[src/rtl/updown_dir_ctrl.sv]
// Direction controller for a reversible counter: a debounced button toggles the direction,
// or in auto mode the direction reverses one count before each extreme so the counter never wraps.
module updown_dir_ctrl #(
    parameter int CNT_W       = 4,
    parameter int DBNC_CYCLES = 4,
    parameter int DBNC_W      = 8
) (
    input  logic             clk,
    input  logic             rst_n,
    input  logic             btn,
    input  logic             mode,
    input  logic [CNT_W-1:0] cnt,
    output logic             up_down,
    output logic             dir_flip,
    output logic             btn_db
);

    typedef enum logic {
        DIR_DOWN = 1'b0,
        DIR_UP   = 1'b1
    } dir_t;

    localparam logic [CNT_W-1:0]  CNT_MAX   = '1;
    localparam logic [CNT_W-1:0]  CNT_HI    = CNT_MAX - CNT_W'(1);
    localparam logic [CNT_W-1:0]  CNT_LO    = CNT_W'(1);
    localparam logic [DBNC_W-1:0] DBNC_LAST = DBNC_W'(DBNC_CYCLES - 1);

    // The reversal is taken one count early because the counter still steps once on the flip edge.
    function automatic logic auto_flip(input dir_t dir, input logic [CNT_W-1:0] c);
        logic hit;
        hit = 1'b0;
        if (dir == DIR_UP && c >= CNT_HI)
            hit = 1'b1;
        else if (dir == DIR_DOWN && c <= CNT_LO)
            hit = 1'b1;
        return hit;
    endfunction

    logic              btn_sync_p0;
    logic              btn_sync_p1;
    logic              btn_s;
    logic [DBNC_W-1:0] dbnc_cnt;
    logic [DBNC_W-1:0] dbnc_cnt_nxt;
    logic              btn_db_nxt;
    logic              btn_db_q;
    logic              press;
    dir_t              dir_q;
    dir_t              dir_nxt;
    logic              flip;

    // Stage p0/p1: two-flop synchroniser for the raw button
    always_ff @(posedge clk or negedge rst_n) begin
        if (!rst_n) begin
            btn_sync_p0 <= 1'b0;
            btn_sync_p1 <= 1'b0;
        end else begin
            btn_sync_p0 <= btn;
            btn_sync_p1 <= btn_sync_p0;
        end
    end

    assign btn_s = btn_sync_p1;

    always_comb begin
        dbnc_cnt_nxt = '0;
        btn_db_nxt   = btn_db;
        if (btn_s != btn_db) begin
            if (dbnc_cnt == DBNC_LAST)
                btn_db_nxt = btn_s;
            else
                dbnc_cnt_nxt = dbnc_cnt + DBNC_W'(1);
        end
    end

    // Debounce stage: level accepted after DBNC_CYCLES consecutive differing samples
    always_ff @(posedge clk or negedge rst_n) begin
        if (!rst_n) begin
            dbnc_cnt <= '0;
            btn_db   <= 1'b0;
            btn_db_q <= 1'b0;
        end else begin
            dbnc_cnt <= dbnc_cnt_nxt;
            btn_db   <= btn_db_nxt;
            btn_db_q <= btn_db;
        end
    end

    assign press = btn_db & ~btn_db_q;

    always_comb begin
        flip    = 1'b0;
        dir_nxt = dir_q;
        if (press)
            flip = 1'b1;
        else if (mode)
            flip = auto_flip(dir_q, cnt);
        if (flip)
            dir_nxt = (dir_q == DIR_UP) ? DIR_DOWN : DIR_UP;
    end

    // Direction stage: the state register is the up_down output itself
    always_ff @(posedge clk or negedge rst_n) begin
        if (!rst_n) begin
            dir_q    <= DIR_UP;
            dir_flip <= 1'b0;
        end else begin
            dir_q    <= dir_nxt;
            dir_flip <= flip;
        end
    end

    assign up_down = (dir_q == DIR_UP);

endmodule

[config.mk]
export PLATFORM = sky130hd
export DESIGN_NAME = updown_dir_ctrl
export DESIGN_NICKNAME = d
export VERILOG_FILES = /design/src/rtl/updown_dir_ctrl.sv
export SDC_FILE = /design/constraint.sdc
export NUM_CORES = 1
export LEC_CHECK = 0
export CAP_MARGIN = 20
export CORE_UTILIZATION = 45
export CTS_CLUSTER_SIZE = 24
export DETAILED_ROUTE_END_ITERATION = 7
export PLACE_DENSITY_LB_ADDON = 0.12
export SYNTH_ARGS = -nofsm -noshare
export SYNTH_HDL_FRONTEND = slang
export SYNTH_SLANG_ARGS = --single-unit
[constraint.sdc]
create_clock -name clk -period 1.7 [get_ports clk]
set_input_delay 0.34 -clock clk [delete_from_list [all_inputs] [get_ports clk]]
set_output_delay 0.34 -clock clk [all_outputs]
set_load 0.01 [all_outputs]
# Word-level counts from Yosys, hierarchy flattened
# Cells that the tools add are included.
# Widths: inputs -> output; s select.
totals:
  input_bits: 8
  elab_cells: 25
  reg_bits: 14
  out_inout_bits: 3
classes:
  magnitude_cmp: 2
  n_reduce_logical: 3
  n_bitwise: 3
  n_eq_ne: 2
  add_sub_neg: 1
  muxes: 7
ops:
  columns: ["cell", "count"]
  rows:
  - ["$mux 8", 2]
  - ["$add 8x1->8 const B", 1]
  - ["$eq 8x2->1 const B", 1]
  - ["$mux 1", 5]
  - ["$ge 4x4->1 const B", 1]
  - ["$le 4x1->1 const B", 1]
  - ["$logic_and 1x1->1", 2]
  - ["$not 1->1", 2]
  - ["$reduce_and 2->1", 1]
  - ["$and 1x1->1", 1]
  - ["$ne 1x1->1", 1]

# Depth between registers and ports, before layout
logic_depth:
  depth_word: 6
  mapped_depth: 4
  depth_no_buf: 4

# Worst setup path before layout
# No wires, ideal clock.
synth_path:
  kind: "flip-flop to flip-flop"
  from: "register dbnc_cnt[6]"
  to: "register btn_db"
  setup_time_ns: 0.128
  period_less_slack_ns: 1.549
  t_arrival_ns: 1.421
  path_buffers: 0
  path_slack_ns: 0.151
  path_stages_with_launch: 4
  required_ns: 1.572
  cell_sequence: "dfrtp_1 > or4_4 > nor3_2 > mux2_1"
synth_via:
  elab_chain_len: 2
synth_rtl:
  columns: ["element", "line", "rtl"]
  rows:
  - ["start, declared", "42", "logic [DBNC_W-1:0] dbnc_cnt;"]
  - ["start signal, assigned", "82", "dbnc_cnt <= dbnc_cnt_nxt;"]
  - ["$eq 8x2->1", "68", "if (dbnc_cnt == DBNC_LAST)"]
  - ["$reduce_and 2->1 (no line)", null, null]
  - ["end signal, assigned", "83", "btn_db <= btn_db_nxt;"]
  - ["end, declared", "15", "output logic btn_db"]
# Every way passes these cells.
# A chain may end at the register's enable or synchronous reset.

# Final worst setup path
# Same ends and word-level chain as after synthesis.

==> impl_metrics.ini <==
[outcome]
status = finished clean

[floorplan]
die_x_um = 39.6
die_area_um2 = 1570
boundaryPins = 11
die_y_um = 39.6
coreArea_um2 = 1300
rows = 13
start_util = 0.488

[critical_path]
start_kind = flop
reg2reg_from = dbnc_cnt[6]
critPathMaxFanout = 4
r2r-end = btn_db
critPathLaunch = dbnc_cnt[6]
cp-endpoint = btn_db
cp.required_ns = 1.87
reg2reg_slack_ns = 0.08
critPathKind = reg -> reg
arrival_ns = 1.79
end_kind = flop
worst-r2r-cell-count = 3

[placed_design]
preCtsSetupSlack_ns = 0.0889
dp_hpwl_um = 871
placedCellCount = 80
portBuffers = 9
place.gp.congestion = 0.767

[pwr]
total_power_w = 0.00100
static-leakage-power_nw = 0.353
powerDensity_nw_per_um2 = 1280
irDropWorstVdd_v = 0.000755

[logic_synthesis]
syn_nets = 65
ys_seq_area_frac = 0.553
synthDistinctLibCells = 26
synth_area_leaders = dfrtp_1 51%, dfstp_2 4.1%, xor2_1 4.1%
yosysTopAreaCell = dfrtp_1
yosysMostFrequentCell = dfrtp_1
synth_edf_count = 0
synth_area_per_cell_um2 = 11.4
synth_top_area_frac = 0.512
yosysWarnings = 0
synth_ff_type = dfrtp_1
netlist_area_um2 = 636
syn-instance-count = 56
synth_seq_cells = 14
ys_top_cells_by_count = 13 x dfrtp_1, 5 x a21oi_1, 4 x nor2_1
async_flop_share = 1.00

[final_layout]
nNetsFinal = 79
fin_cells = 84
final_layout_size_suffix_gt1_frac = 0.159
area_delta_synth_final_pct = 23.2
antenna_cells = 0
final_util = 0.602

[clock_network]
cts.clk_slew.worst_paths_ns = 0.08
cts_setup_buffers = 0
cts-root-buf = clkbuf_4
tritoncts = done
cts_buffers = 3
numClockSinks = 14
htreeDepth = 1
cts_hold_buf = 0
cts_max_path_buffers = 2
worstSkewPairLatency_ns = 0.28

[timing]
tns_ns = 0
setup_viol = 0
slew_headroom = 0.736
timing.final.crit_share = 0.954
rsz0062_at_grt = false
fmax_mhz = 617
finalClockSkew_ns = 0.00273
hold_violations = 0
worst_pin_slew_ns = 0.393
slew_violations = 0
fin_ws_ns = 0.0789
fin_crit_ns = 1.62

[global_routing]
track_usage = 0.197
grt_pass1_vias = 426
grt_start_max_net_pins = 15
grt_overflow = 0
grt_pass1_wl_um = 1880
antenna_found_initial = 0

[job]
drv_cap = 0

[drt]
wl_um = 1180
vias = 442
firstDrtPassIters = 4
antenna_left = 0
initialDrtViolationCount = 6
wl_per_cell_um = 14.0
vias_per_cell = 5.26
drc = 0

[min_path]
hp-class = reg -> reg
==> per-layer routing <==
metal / global-route usage / up-vias / part of all wire
li1: - / 222 / -
met2: 0.283 / 12 / 0.45
met1: 0.258 / 204 / 0.47
met5: 0 / - / 0
met4: 0.129 / 0 / 0.020
met3: 0.0511 / 4 / 0.058
==> per-stage QoR <==
step,instance area [µm²],hold slack (ns)
final,783,0.360
after global routing,783,0.382
after CTS,782,0.359
after detailed placement,747,0.346
after global placement,747,0.341
after floorplan,636,0.0444
==> cells in the final DEF (no fill, tap or decap) <==
cell type | Yosys | routed
clkbuf_4 | 0 | 3
and3_1 | 1 | 1
nor3_2 | 1 | 1
ha_1 | 1 | 1
o21ai_0 | 3 | 3
dfrtp_1 | 13 | 12
dlygate4sd2_1 | 0 | 1
a21oi_1 | 5 | 5
mux2_1 | 1 | 1
or4_4 | 1 | 1
a211oi_1 | 1 | 1
nor3_1 | 1 | 1
clkdlybuf4s50_1 | 0 | 8
or3_1 | 3 | 3
nand3_1 | 3 | 3
nand4_1 | 1 | 1
clkbuf_8 | 0 | 1
o31ai_4 | 1 | 1
nor2_1 | 4 | 4
xor2_1 | 3 | 3
a21o_1 | 2 | 2
dfrtp_2 | 0 | 1
nor2b_1 | 1 | 1
buf_4 | 0 | 1
nand2b_1 | 2 | 2
xnor2_1 | 1 | 1
o21bai_1 | 1 | 1
dfstp_2 | 1 | 1
inv_1 | 1 | 1
nand2_1 | 2 | 2
mux2_2 | 1 | 1
==> what timing repair did <==
action	4_1_cts	5_1_grt
pin swaps	0	0
endpoints found under the setup margin	1	1
hold endpoints to repair	0	0
gates resized for setup	1	1
==> worst min path at each step <==
stage,startpoint,endpoint,slack (ns),cells past startpoint
floorplan,rst_n,btn_db,0.04,0
global placement,btn_sync_p0,btn_s,0.34,0
detailed placement,btn_sync_p0,btn_s,0.35,0
CTS,rst_n,dbnc_cnt[4],0.36,2
global route,rst_n,dbnc_cnt[4],0.38,2
finish,btn_sync_p0,btn_s,0.36,0
==> registers in the layout (all words and copies together) (netlist names) <==
signal and flops:
dbnc_cnt 8, btn_db_q 1, btn_db 1, btn_s 1, dir_flip 1, up_down 1
btn_sync_p0 1
==> cell families after synthesis <==
kind of cell / share of synthesized area
muxes: 0.0354
and+or+nand+nor: 0.179
adders and majority gates: 0.0197
DFF: 0.553
xor gates and xnor gates: 0.0551
AOI/OAI and AO/OA: 0.144
buffers and inverters: 0.0138
==> final cells by class <==
cell class / instances / area, µm²
sequential: 14 / 353
tap: 15 / 18.8
multi-input combinational: 40 / 275
fill: 119 / 518
clock buffer: 4 / 36.3
inverter: 1 / 3.75
timing repair buffer: 10 / 96.3
==> power by group <==
group          leakage (nW)  total (W)  switching, W  internal [W]
clock network        0.0210   0.000239      0.000108      0.000130
logic                 0.153   0.000292      0.000138      0.000154
registers             0.179   0.000471     0.0000570      0.000414
==> critical path, stage by stage, from the launching register on <==
cell and delay [ns]:
dfrtp_1 0.41, or4_4 0.58, nor3_2 0.19, mux2_1 0.33
No activity file was read; power rests on OpenSTA's default activity.
